## config.mk

```make
export PLATFORM = sky130hd
export DESIGN_NAME = cmp_arbiter
export DESIGN_NICKNAME = d
export VERILOG_FILES = /design/src/rtl/cmp_arbiter.sv
export SDC_FILE = /design/constraint.sdc
export NUM_CORES = 1
export LEC_CHECK = 0
export BUFFER_PORTS_ARGS = -buffer_cell sky130_fd_sc_hd__buf_2
export CAP_MARGIN = 25
export CORE_MARGIN = 4
export CORE_UTILIZATION = 30
export DETAILED_ROUTE_END_ITERATION = 16
export RECOVER_POWER = 50
export SKIP_LAST_GASP = 1
export SYNTH_ARGS = -nofsm -noshare
export SYNTH_HDL_FRONTEND = slang
export SYNTH_SLANG_ARGS = --single-unit
```

## constraint.sdc

```tcl
create_clock -name CLK -period 1.94 [get_ports CLK]
set_input_delay 0.097 -clock CLK [delete_from_list [all_inputs] [get_ports CLK]]
set_output_delay 0.097 -clock CLK [all_outputs]
set_load 0.005 [all_outputs]
```

## src/rtl/cmp_arbiter.sv

```systemverilog
// Round-robin arbiter sharing one WIDTH-bit subtract/compare unit among NREQ requesters.
// Optional signed compare enabled by defining CMP_ARBITER_SIGNED_EN (adds the sgn port).
module cmp_arbiter #(
    parameter int WIDTH = 8,
    parameter int NREQ  = 4
) (
    input  logic                  CLK,
    input  logic                  RESET,
    input  logic [NREQ-1:0]       req,
    input  logic [NREQ*WIDTH-1:0] a,
    input  logic [NREQ*WIDTH-1:0] b,
`ifdef CMP_ARBITER_SIGNED_EN
    input  logic [NREQ-1:0]       sgn,
`endif
    output logic [NREQ-1:0]       gnt,
    output logic                  busy,
    output logic                  done,
    output logic                  lt,
    output logic [WIDTH-1:0]      diff
);

    localparam int PW = $clog2(NREQ);

    typedef enum logic [1:0] {
        S_IDLE,
        S_EXEC,
        S_RESP
    } state_t;

    state_t           r_state;
    logic [PW-1:0]    r_ptr;
    logic [PW-1:0]    r_win;
    logic [NREQ-1:0]  r_gnt;
    logic [WIDTH-1:0] r_opa;
    logic [WIDTH-1:0] r_opb;
    logic             r_done;
    logic             r_lt;
    logic [WIDTH-1:0] r_diff;

    logic [WIDTH-1:0] w_a_arr [NREQ];
    logic [WIDTH-1:0] w_b_arr [NREQ];
    logic             w_found;
    logic [PW-1:0]    w_win;
    logic [WIDTH:0]   w_sum;
    logic             w_lt_uns;
    logic             w_lt;

    for (genvar gi = 0; gi < NREQ; gi++) begin : g_unpack
        assign w_a_arr[gi] = a[gi*WIDTH +: WIDTH];
        assign w_b_arr[gi] = b[gi*WIDTH +: WIDTH];
    end

    // First active request at or above the pointer, wrapping modulo NREQ.
    always_comb begin
        int            idx;
        logic [PW-1:0] idx_pw;
        w_found = 1'b0;
        w_win   = '0;
        for (int i = 0; i < NREQ; i++) begin
            idx = int'(r_ptr) + i;
            if (idx >= NREQ) idx = idx - NREQ;
            idx_pw = PW'(idx);
            if (!w_found && req[idx_pw]) begin
                w_found = 1'b1;
                w_win   = idx_pw;
            end
        end
    end

    // The one shared carry chain: A + ~B + 1.
    assign w_sum    = {1'b0, r_opa} + {1'b0, ~r_opb} + (WIDTH+1)'(1);
    assign w_lt_uns = ~w_sum[WIDTH];

`ifdef CMP_ARBITER_SIGNED_EN
    logic r_sgn;
    logic w_ovf;
    assign w_ovf = (r_opa[WIDTH-1] ^ r_opb[WIDTH-1]) & (w_sum[WIDTH-1] ^ r_opa[WIDTH-1]);
    assign w_lt  = r_sgn ? (w_sum[WIDTH-1] ^ w_ovf) : w_lt_uns;

    always_ff @(posedge CLK) begin
        if (RESET) begin
            r_sgn <= 1'b0;
        end else if (r_state == S_IDLE && w_found) begin
            r_sgn <= sgn[w_win];
        end
    end
`else
    assign w_lt = w_lt_uns;
`endif

    always_ff @(posedge CLK) begin
        if (RESET) begin
            r_state <= S_IDLE;
            r_ptr   <= '0;
            r_win   <= '0;
            r_gnt   <= '0;
            r_opa   <= '0;
            r_opb   <= '0;
            r_done  <= 1'b0;
            r_lt    <= 1'b0;
            r_diff  <= '0;
        end else begin
            r_done <= 1'b0;
            case (r_state)
                S_IDLE: begin
                    if (w_found) begin
                        r_gnt   <= {{(NREQ-1){1'b0}}, 1'b1} << w_win;
                        r_win   <= w_win;
                        r_opa   <= w_a_arr[w_win];
                        r_opb   <= w_b_arr[w_win];
                        r_state <= S_EXEC;
                    end else begin
                        r_gnt <= '0;
                    end
                end
                S_EXEC: begin
                    r_lt    <= w_lt;
                    r_diff  <= w_sum[WIDTH-1:0];
                    r_state <= S_RESP;
                end
                S_RESP: begin
                    // gnt stays on alongside the done pulse; the next IDLE edge replaces it.
                    r_done  <= 1'b1;
                    r_ptr   <= (r_win == PW'(NREQ-1)) ? '0 : r_win + PW'(1);
                    r_state <= S_IDLE;
                end
                default: r_state <= S_IDLE;
            endcase
        end
    end

    assign gnt  = r_gnt;
    assign busy = (r_state != S_IDLE);
    assign done = r_done;
    assign lt   = r_lt;
    assign diff = r_diff;

endmodule

```

==> impl_metrics.sql, run 1 <==
INSERT INTO impl_metrics (metric_group, metric, value, unit) VALUES
('run_status', 'run_status', 'complete, no violations', ''),
('finish', 'diode_insertion_count_for_antenna_repair', '0', ''),
('worst_hold_path', 'timing.hold.worst.start', 'a[16]', ''),
('floorplan', 'die_height', '93.5', 'um'),
('cts', 'clk_path_buf_depth', '2', ''),
('floorplan', 'starting_density', '31.6', '%'),
('run', 'cap_viol_max_count', '0', ''),
('setup_path', 'crit-reg2reg-launch', 'r_opa[0]', ''),
('global_routing', 'groute.usage.overall', '15.5', '%'),
('finish', 'layout.nets', '437', ''),
('floorplan', 'io_pins', '85', ''),
('global_routing', 'initial_antenna_violation_count', '0', ''),
('route', 'wl_met1', '3200', 'um'),
('power', 'peakVddDrop', '0.000288', 'V'),
('global_routing', 'grt_pass1_vias', '2327', ''),
('setup_path', 'critical_path.reg2reg.endpoint', 'diff[6]', ''),
('cts', 'cts_max_level', '2', ''),
('synthesis', 'synth_area_leaders', 'dfxtp_1 33%, nand3_1 8.0%, a221oi_1 6.0%', ''),
('setup_path', 'crit_type', 'flip-flop to flip-flop', ''),
('route', 'route.top_layer_used', 'met4', ''),
('setup_path', 'critPathCaptureType', 'flip-flop', ''),
('sta', 'period_needed', '1880', 'ps'),
('finish', 'post_route_cells_drive_above_1_share', '30.2', '%'),
('setup_path', 'cp_cell_instances', 'inv_2, ha_4, inv_1, fa_2, a211oi_2, o21bai_1, a21oi_2, nor4_1, a211o_1', ''),
('setup_path', 'timing.critical_path.required', '2130', 'ps'),
('synthesis', 'synth_area', '2190', 'um^2'),
('sta', 'layout_worst_path_cycle_share', '96.7', '%'),
('sta', 'timing.max_slew.rel_slack', '56.2', '%'),
('placed_design', 'gp_congestion', '0.827', ''),
('floorplan', 'rows', '30', ''),
('synthesis', 'synth.lib_cells_used.distinct', '47', ''),
('route', 'postRouteAntennaNets', '0', ''),
('route', 'vias', '2367', ''),
('route', 'wl_per_cell', '14.8', 'um'),
('global_routing', 'grt-ovfl-total', '0', ''),
('sta', 'setup-violations-final', '0', ''),
('route', 'viasPerCell', '5.21', ''),
('synthesis', 'yosys-top-cells-count', '36 x dfxtp_1, 35 x nand3_1, 35 x nor2_1', ''),
('cts', 'worstSkewPairLatency', '290', 'ps'),
('floorplan', 'dieArea', '8750', 'um^2'),
('route', 'detail_route.iter0.violations', '103', ''),
('setup_path', 'slowest_library_cell_on_the_worst_path', 'fa_2', ''),
('cts', 'clockRootBuffer', 'clkbuf_8', ''),
('finish', 'final.fill_count', '752', ''),
('sta', 'finalClockSkew', '12.4', 'ps'),
('route', 'drcViolationCount', '0', ''),
('route', 'detailroute.wirelength.met2', '3050', 'um'),
('sta', 'worstMarginPinSlew', '657', 'ps'),
('sta', 'final_hold_viol_count', '0', ''),
('placed_design', 'io_buffers', '84', ''),
('cts', 'clk_pin_slew_worst_paths', '80', 'ps'),
('sta', 'timing.fmax', '0.533', 'GHz'),
('sta', 'final-max-slew-violation-count', '0', ''),
('finish', 'multi_input_gate_area_in_the_final_layout', '1310', 'um^2'),
('synthesis', 'synth_top_cell_area_share', '32.8', '%'),
('synthesis', 'synth.most_common_cell', 'dfxtp_1', ''),
('synthesis', 'synth_area_leader_cell', 'dfxtp_1', ''),
('power', 'cellLeakagePower', '1.19', 'nW'),
('cts', 'tritoncts', 'yes', ''),
('sta', 'timing.hold.ws', '74.9', 'ps'),
('setup_path', 'worst_setup_path_start_kind', 'flip-flop', ''),
('synthesis', 'ys_async_sr_fraction', '0', '%'),
('worst_hold_path', 'timing.hold.worst_endpoint', 'r_opa[0]', ''),
('synthesis', 'synth-edff-count', '0', ''),
('power', 'powerDensity', '821', 'nW/um^2'),
('finish', 'ff_latch_area', '724', 'um^2'),
('route', 'wirelength', '6720', 'um'),
('floorplan', 'core_area', '6940', 'um^2'),
('setup_path', 'critical-path-max-stage-delay', '360', 'ps'),
('placed_design', 'placed_cell_area', '2740', 'um^2'),
('synthesis', 'synth.yosys.seq_area_share', '32.8', '%');
-- registers in the layout (all words and copies together), names as in the netlist --
name and count:
r_opb 8, done 1, lt 1, r_opa 8, r_ptr 2, diff 8
r_win 2, gnt 4, r_state 2
-- kinds of logic (layout without fill, tap and decap cells) --
logic type / after synthesis / in the layout / synth area share, %
compound gates: 81 / 81 / 27.6
xor+xnor: 1 / 1 / 0.399
fa+ha+maj: 10 / 10 / 6.04
buf+inv: 39 / 121 / 8.55
flops: 36 / 36 / 32.8
mux: 2 / 2 / 0.912
simple gates: 107 / 107 / 23.7
-- metrics by stage --
stage / setup slack (ps) / total power, mW / std cells / TNS (ps)
after floorplan: 10.8 / 1.39 / 276 / 0
after global placement: -110 / 1.67 / 443 / -150
after detailed placement: -172 / 1.68 / 443 / -265
after CTS: 0.399 / 2.36 / 453 / 0
after global routing: -4.44 / 2.52 / 454 / -4.44
final: 64.6 / 2.36 / 454 / 0
-- worst max-delay path by stage --
stage              from  endpoint
2_1_floorplan  r_opa[0]   diff[6]
3_5_place_dp   r_opa[0]   diff[6]
5_1_grt        r_opa[0]        lt
4_1_cts        r_opa[0]   diff[6]
3_3_place_gp   r_opa[0]   diff[6]
6_report       r_opa[0]   diff[6]
-- final cells by class --
class                           count  area share [%]
Clock buffer                        6            2.53
Clock inverter                      2            1.22
Inverter                           15            1.96
Multi-Input combinational cell    201            45.6
Sequential cell                    36            25.2
Tap cell                           96            4.18
Timing Repair Buffer               98            19.3
-- per-layer routing --
| metal | up-vias | global-route usage [%] |
|---|---|---|
| met2 | 66 | 24.8 |
| met4 | 0 | 3.61 |
| li1 | 1194 | - |
| met3 | 5 | 3.38 |
| met5 | - | 0 |
| met1 | 1102 | 21.2 |
-- report_power, final --
| part | internal [mW] | total, mW | switching [mW] | leakage [nW] |
|---|---|---|---|---|
| sequential | 0.829 | 0.884 | 0.0548 | 0.298 |
| combinational | 0.380 | 0.823 | 0.443 | 0.836 |
| clock | 0.382 | 0.653 | 0.271 | 0.0552 |
| total | 1.59 | 2.36 | 0.769 | 1.19 |
-- worst max-delay path, delay by kind of cell, from the launching register on --
kind / cells / cell delay, ps
flops: 1 / 330
fa+ha+maj: 2 / 480
buf+inv: 2 / 100
simple gates: 1 / 70
compound gates: 4 / 790
-- what timing repair did --
action / 4_1_cts / 5_1_grt
endpoints found under the setup margin: 2 / 8
cloned: 0 / 0
pin swaps: 4 / 8
buffers inserted: 2 / 1
resized for setup: 3 / 7
hold buffers: 0 / 0
-- layout by cell type, fill, tap and decap left out, drive strengths merged, types with 3 or more instances in the layout --
cell	synthesis	layout
buf	16	86
dfxtp	36	36
nor2	35	35
nand3	35	35
a21oi	18	18
clkbuf	8	18
a311oi	16	16
a221oi	15	15
inv	15	15
nand2	12	12
nor3	10	10
ha	9	9
o21ai	6	6
a211oi	4	4
a21o	3	3
nand2b	3	3
nor2b	3	3
o21a	3	3
Note: power is estimated with default switching activity, not from simulation.
==> inputs of run 2 (changes only) <==
--- a/config.mk
+++ b/config.mk
@@ -9,6 +9,7 @@
 export CAP_MARGIN = 25
 export CORE_MARGIN = 4
-export CORE_UTILIZATION = 30
+export CORE_UTILIZATION = 44
 export DETAILED_ROUTE_END_ITERATION = 16
+export PLACE_DENSITY = 0.76
 export RECOVER_POWER = 50
 export SKIP_LAST_GASP = 1
==> constraint.sdc (replaced) <==
create_clock -name CLK -period 1.94 [get_ports CLK]
set_input_delay 0.194 -clock CLK [delete_from_list [all_inputs] [get_ports CLK]]
set_output_delay 0.194 -clock CLK [all_outputs]
set_load 0.005 [all_outputs]
==> run 2 against run 1 <==
Combinational power down 1%; non-clock buffer count down 3; register-to-register slack about the same; via count down 0.84%; sequential power about the same; utilization up 18 points; sequential cell count unchanged; cell area down 1.9%; first-iteration DRC count up 67%; critical endpoint unchanged; largest cell class unchanged; largest power group unchanged; highest routed layer unchanged.
==> impl_metrics.sql, run 2 (same netlist as run 1, synthesis figures left out) <==
INSERT INTO impl_metrics (metric_group, metric, value, unit) VALUES
('run_status', 'run_status', 'complete, no violations', ''),
('floorplan', 'rows', '25', ''),
('placed_design', 'place_hpwl', '4540', 'um'),
('placed_design', 'place_worst_setup_slack', '-120', 'ps'),
('setup_path', 'crit_type', 'flip-flop to flip-flop', ''),
('setup_path', 'worst_setup_path_start_kind', 'flip-flop', ''),
('route', 'wl_per_cell', '14.3', 'um'),
('global_routing', 'grt_use_met2', '29.5', '%'),
('finish', 'diode_insertion_count_for_antenna_repair', '0', ''),
('global_routing', 'use_met3', '4.13', '%'),
('route', 'viasPerCell', '5.56', ''),
('finish', 'synthToLayoutAreaGrowth', '28.4', '%'),
('setup_path', 'timing.critical_path.required', '2120', 'ps'),
('sta', 'timing.fmax', '0.536', 'GHz'),
('setup_path', 'critical-path-top-delay-family', 'compound AO/OA/AOI/OAI gates', ''),
('cts', 'tritoncts', 'yes', ''),
('floorplan', 'die_width', '78.6', 'um'),
('cts', 'cts_sinks', '36', ''),
('power', 'cellLeakagePower', '1.19', 'nW'),
('route', 'postRouteAntennaNets', '0', ''),
('sta', 'final_hold_viol_count', '0', ''),
('cts', 'cts_buffers', '5', ''),
('setup_path', 'slowest_library_cell_on_the_worst_path', 'fa_2', ''),
('finish', 'layout.nets', '434', ''),
('floorplan', 'core_area', '4790', 'um^2'),
('sta', 'period_needed', '1870', 'ps'),
('power', 'powerDensity', '786', 'nW/um^2'),
('global_routing', 'globalRoute.busiestLayer', 'met2', ''),
('sta', 'final-max-slew-violation-count', '0', ''),
('sta', 'rsz_0062_raised_after_global_routing', 'yes', ''),
('route', 'drcViolationCount', '0', ''),
('floorplan', 'die_height', '78.6', 'um'),
('floorplan', 'dieArea', '6180', 'um^2'),
('global_routing', 'initial_antenna_violation_count', '0', ''),
('global_routing', 'groute.usage.overall', '19.6', '%'),
('setup_path', 'crit_arrival', '2050', 'ps'),
('setup_path', 'worst-path-max-fanout', '3', ''),
('global_routing', 'grt-ovfl-total', '0', ''),
('setup_path', 'path_common_cell', 'inv_2', ''),
('cts', 'cts_max_level', '2', ''),
('sta', 'finalWorstSetupSlack', '73.1', 'ps'),
('cts', 'worstSkewPairLatency', '290', 'ps'),
('floorplan', 'starting_density', '45.9', '%'),
('floorplan', 'io_pins', '85', ''),
('global_routing', 'grt_util_met1', '27.9', '%'),
('finish', 'leading_cell_type_in_the_layout_fill_and_taps_excluded', 'buf_2', ''),
('finish', 'layout_common_cells', '78 x buf_2, 35 x nor2_1, 35 x nand3_1, 33 x dfxtp_1, 16 x a21oi_1', ''),
('global_routing', 'grt_pass1_vias', '2159', ''),
('global_routing', 'grt_max_degree', '30', ''),
('route', 'detailedRoute.firstPassIterationCount', '5', ''),
('setup_path', 'cp_cell_instances', 'inv_2, ha_4, inv_2, fa_2, a211oi_2, o21bai_1, a21oi_2, nor4_2, a211o_1', ''),
('cts', 'hold_bufs_inserted_after_cts', '0', ''),
('sta', 'finalClockSkew', '3.41', 'ps'),
('route', 'wirelength', '6040', 'um'),
('placed_design', 'gp_congestion', '0.824', ''),
('setup_path', 'critPathCaptureType', 'flip-flop', ''),
('setup_path', 'critical-path-max-stage-delay', '370', 'ps'),
('placed_design', 'io_buffers', '84', ''),
('sta', 'timing.max_slew.rel_slack', '57.4', '%'),
('run', 'cap_viol_max_count', '0', ''),
('cts', 'clk_pin_slew_worst_paths', '70', 'ps'),
('setup_path', 'timing.critical_path.buf_inv', '2', ''),
('sta', 'layout_worst_path_cycle_share', '96.2', '%'),
('route', 'vias', '2347', ''),
('worst_hold_path', 'hold_path.class', 'input pin to flip-flop', ''),
('sta', 'setup-violations-final', '0', ''),
('power', 'power.total', '2.21', 'mW'),
('finish', 'post_route_cells_drive_above_1_share', '31.8', '%'),
('cts', 'clk_path_buf_depth', '2', ''),
('cts', 'clockRootBuffer', 'clkbuf_8', ''),
('global_routing', 'first_pass_grt_wire_length', '9970', 'um'),
('power', 'peakVddDrop', '0.000354', 'V'),
('route', 'detail_route.iter0.violations', '172', ''),
('sta', 'worstMarginPinSlew', '639', 'ps');
run 2: area by class of cell:
class | count | area [um^2]
clock buffers | 5 | 68.8
repair buffers | 95 | 542
well taps | 67 | 83.8
fillers | 463 | 1970
flip-flops and latches | 36 | 724
multi-input cells | 201 | 1320
inverters | 15 | 56.3
clock inverters | 3 | 18.8
run 2: what timing repair did:
item,in CTS,in global routing
gates resized for setup,3,12
setup buffers,0,2
pin swaps,2,8
setup endpoints to repair,2,6
run 2: final timing paths:
path	start	endpoint	slack [ps]	cells after the start
worst min-delay path	b[18]	r_opb[2]	170	3
worst max-delay path	r_opa[0]	diff[6]	70	9
worst min register to register	diff[3]	diff[3]	450	2
worst max register to register	r_opa[0]	diff[6]	70	9
run 2: worst min-delay path, stage by stage:
cell and delay [ps]:
buf_2 90, nand3_1 50, a311oi_1 70
run 2: through the flow:
| step | hold WS (ps) | util, % | TNS, ps | cells | area, um^2 |
|---|---|---|---|---|---|
| finish | 174 | 58.9 | 0 | 422 | 2820 |
| global route | 185 | 58.9 | -137 | 422 | 2820 |
| CTS | 175 | 58.2 | 0 | 420 | 2780 |
| detailed placement | 440 | 56.1 | -170 | 412 | 2690 |
| global placement | 437 | 56.1 | -40.3 | 412 | 2690 |
| floorplan | 364 | - | 0 | 276 | 2190 |
run 2: where the power goes:
group / total (mW) / switching, mW / internal [mW]
registers: 0.884 / 0.0549 / 0.829
logic: 0.811 / 0.434 / 0.377
clock network: 0.518 / 0.268 / 0.250
run 2: metal layers:
| metal | vias up | wire, um |
|---|---|---|
| li1 | 1186 | - |
| met1 | 1054 | 2660 |
| met2 | 100 | 2810 |
| met3 | 7 | 484 |
| met4 | 0 | 83 |
| met5 | - | 0 |
==> inputs of run 3 (changes only) <==
Settings changed: RECOVER_POWER 50 to not set.
==> run 3 against run 2 <==
First-iteration DRC count shrank 0.58%; die area is the same; critical endpoint unchanged; global-route usage is the same; sequential cell count is the same; total power grew 0.39%; highest routed layer unchanged; non-clock buffer count is the same; register-to-register slack is essentially flat; wire length grew 0.45%; worst setup slack lost 3.6 ps.
==> impl_metrics.sql, run 3 (same netlist as run 1, synthesis figures left out) <==
INSERT INTO impl_metrics (metric_group, metric, value, unit) VALUES
('run_status', 'run_status', 'complete, no violations', ''),
('cts', 'clockRootBuffer', 'clkbuf_8', ''),
('power', 'powerDensity', '785', 'nW/um^2'),
('sta', 'layout_worst_path_cycle_share', '96.4', '%'),
('setup_path', 'crit-reg2reg-launch', 'r_opb[0]', ''),
('run', 'cap_viol_max_count', '0', ''),
('global_routing', 'grt_pass1_vias', '2159', ''),
('route', 'wl_per_cell', '14.4', 'um'),
('setup_path', 'critPathCaptureType', 'flip-flop', ''),
('floorplan', 'die_width', '78.6', 'um'),
('global_routing', 'grt_max_degree', '30', ''),
('setup_path', 'slowest_library_cell_on_the_worst_path', 'dfxtp_2', ''),
('finish', 'layout.nets', '434', ''),
('global_routing', 'grt-ovfl-total', '0', ''),
('global_routing', 'initial_antenna_violation_count', '0', ''),
('finish', 'layout.cell_area.non_filler', '2830', 'um^2'),
('route', 'drcViolationCount', '0', ''),
('route', 'route.top_layer_used', 'met4', ''),
('cts', 'worstSkewPairLatency', '290', 'ps'),
('setup_path', 'timing.critical_path.buf_inv', '1', ''),
('setup_path', 'critical-path-top-delay-family', 'compound AO/OA/AOI/OAI gates', ''),
('sta', 'timing.fmax', '0.535', 'GHz'),
('power', 'cellLeakagePower', '1.21', 'nW'),
('finish', 'finish.cell_count_without_fillers', '422', ''),
('placed_design', 'dpl.cell_count', '412', ''),
('global_routing', 'first_pass_grt_wire_length', '9970', 'um'),
('finish', 'final.fill_count', '456', ''),
('finish', 'multi_input_gate_area_in_the_final_layout', '1330', 'um^2'),
('floorplan', 'core_area', '4790', 'um^2'),
('floorplan', 'starting_density', '45.9', '%'),
('placed_design', 'gp_congestion', '0.824', ''),
('floorplan', 'dieArea', '6180', 'um^2'),
('setup_path', 'timing.critical_path.required', '2120', 'ps'),
('finish', 'ff_latch_area', '724', 'um^2'),
('worst_hold_path', 'whs_path_depth', '3', ''),
('route', 'route.met3.wl', '467', 'um'),
('sta', 'rsz_0062_raised_after_global_routing', 'yes', ''),
('floorplan', 'die_height', '78.6', 'um'),
('cts', 'cts_buffers', '5', ''),
('placed_design', 'placed_cell_area', '2690', 'um^2'),
('route', 'wirelength', '6070', 'um'),
('floorplan', 'rows', '25', ''),
('sta', 'setup-violations-final', '0', ''),
('cts', 'hold_bufs_inserted_after_cts', '0', ''),
('setup_path', 'crit_arrival', '2050', 'ps'),
('sta', 'finalClockSkew', '2.88', 'ps'),
('setup_path', 'r2r_slack', '70', 'ps'),
('cts', 'clk_path_buf_depth', '2', ''),
('sta', 'timing.max_slew.rel_slack', '65.6', '%'),
('sta', 'final_hold_viol_count', '0', ''),
('route', 'detailedRoute.firstPassIterationCount', '4', ''),
('finish', 'diode_insertion_count_for_antenna_repair', '0', ''),
('route', 'viasPerCell', '5.58', ''),
('setup_path', 'critical_path.reg2reg.endpoint', 'diff[6]', ''),
('worst_hold_path', 'hold_path.class', 'input pin to flip-flop', ''),
('setup_path', 'critical-path-max-stage-delay', '370', 'ps'),
('cts', 'tritoncts', 'yes', ''),
('setup_path', 'worst-path-max-fanout', '3', ''),
('cts', 'clk_pin_slew_worst_paths', '70', 'ps'),
('finish', 'synthToLayoutAreaGrowth', '29.0', '%'),
('global_routing', 'groute.usage.overall', '19.6', '%'),
('cts', 'cts_max_level', '2', ''),
('cts', 'cts_sinks', '36', ''),
('route', 'wl_met1', '2680', 'um'),
('power', 'peakVddDrop', '0.000355', 'V'),
('setup_path', 'crit_type', 'flip-flop to flip-flop', ''),
('setup_path', 'cp_cell_instances', 'ha_4, inv_2, fa_2, a211oi_2, o21bai_1, a21oi_2, nor4_2, a211o_1', ''),
('route', 'postRouteAntennaNets', '0', ''),
('route', 'detail_route.iter0.violations', '171', ''),
('sta', 'final-max-slew-violation-count', '0', ''),
('worst_hold_path', 'timing.hold.worst_endpoint', 'r_opb[2]', ''),
('placed_design', 'io_buffers', '84', ''),
('worst_hold_path', 'timing.hold.worst.start', 'b[18]', ''),
('floorplan', 'io_pins', '85', ''),
('placed_design', 'place_hpwl', '4540', 'um'),
('sta', 'period_needed', '1870', 'ps'),
('setup_path', 'reg2reg_depth', '8', ''),
('sta', 'worstMarginPinSlew', '516', 'ps'),
('finish', 'post_route_cells_drive_above_1_share', '34.1', '%'),
('setup_path', 'worst_setup_path_start_kind', 'flip-flop', ''),
('finish', 'layout_common_cells', '84 x buf_2, 35 x nor2_1, 35 x nand3_1, 33 x dfxtp_1, 16 x a21oi_1', ''),
('power', 'power.total', '2.22', 'mW'),
('route', 'vias', '2355', ''),
('route', 'detailroute.wirelength.met2', '2840', 'um'),
('finish', 'leading_cell_type_in_the_layout_fill_and_taps_excluded', 'buf_2', '');
[run 3: cell types whose count changed in the layout (fill, tap and decap cells not counted), sizes merged]
cell    previous run  this run
clkbuf            11         5
buf               89        95
[run 3: routing by layer]
metal  up-vias  track usage, %
li1       1185               -
met1      1073            27.9
met2        91            29.5
met3         6            4.13
met4         0            5.59
met5         -               0
[run 3: per-stage QoR]
stage	hold slack [ps]	utilization [%]	setup WS, ps	TNS [ps]
4_1_cts	175	58.2	8.94	0
3_5_place_dp	440	56.1	-120	-170
2_1_floorplan	364	-	10.8	0
5_1_grt	185	59.1	-73.3	-113
6_report	174	59.1	69.5	0
3_3_place_gp	437	56.1	-40.3	-40.3
[run 3: power breakdown]
part,internal [mW],total (mW),switching [mW]
logic,0.383,0.820,0.437
registers,0.829,0.884,0.0547
clock network,0.250,0.518,0.268
total,1.46,2.22,0.760
[run 3: repair_timing]
item | 4_1_cts | 5_1_grt
pin swaps | 2 | 8
setup endpoints to repair | 2 | 6
gates resized for setup | 3 | 12
setup buffers | 0 | 2
[run 3: worst register-to-register path: cells and delay by family, from the launching register on]
family / cells / cell delay, ps
AND/OR/NAND/NOR: 1 / 50
buffers and inverters: 1 / 40
flip-flops: 1 / 370
adder cells (fa/ha/maj): 2 / 510
AO/OA/AOI/OAI: 4 / 790
[run 3: cell type report]
| cell class | instances | share of cell area (%) |
|---|---|---|
| tap | 67 | 2.96 |
| multi-input combinational | 201 | 46.8 |
| clock buffer | 5 | 2.43 |
| sequential | 36 | 25.6 |
| clock inverter | 3 | 0.663 |
| inverter | 15 | 1.99 |
| timing repair buffer | 95 | 19.5 |
[run 3: worst max-delay path by stage]
stage                     startpoint      end  cells past startpoint
after floorplan             r_opa[0]  diff[6]                      9
after global placement      r_opa[0]  diff[6]                      9
after detailed placement    r_opa[0]  diff[6]                      9
after CTS                   r_opa[0]  diff[6]                      9
after global routing        r_opa[0]       lt                      9
final                       r_opb[0]  diff[6]                      8
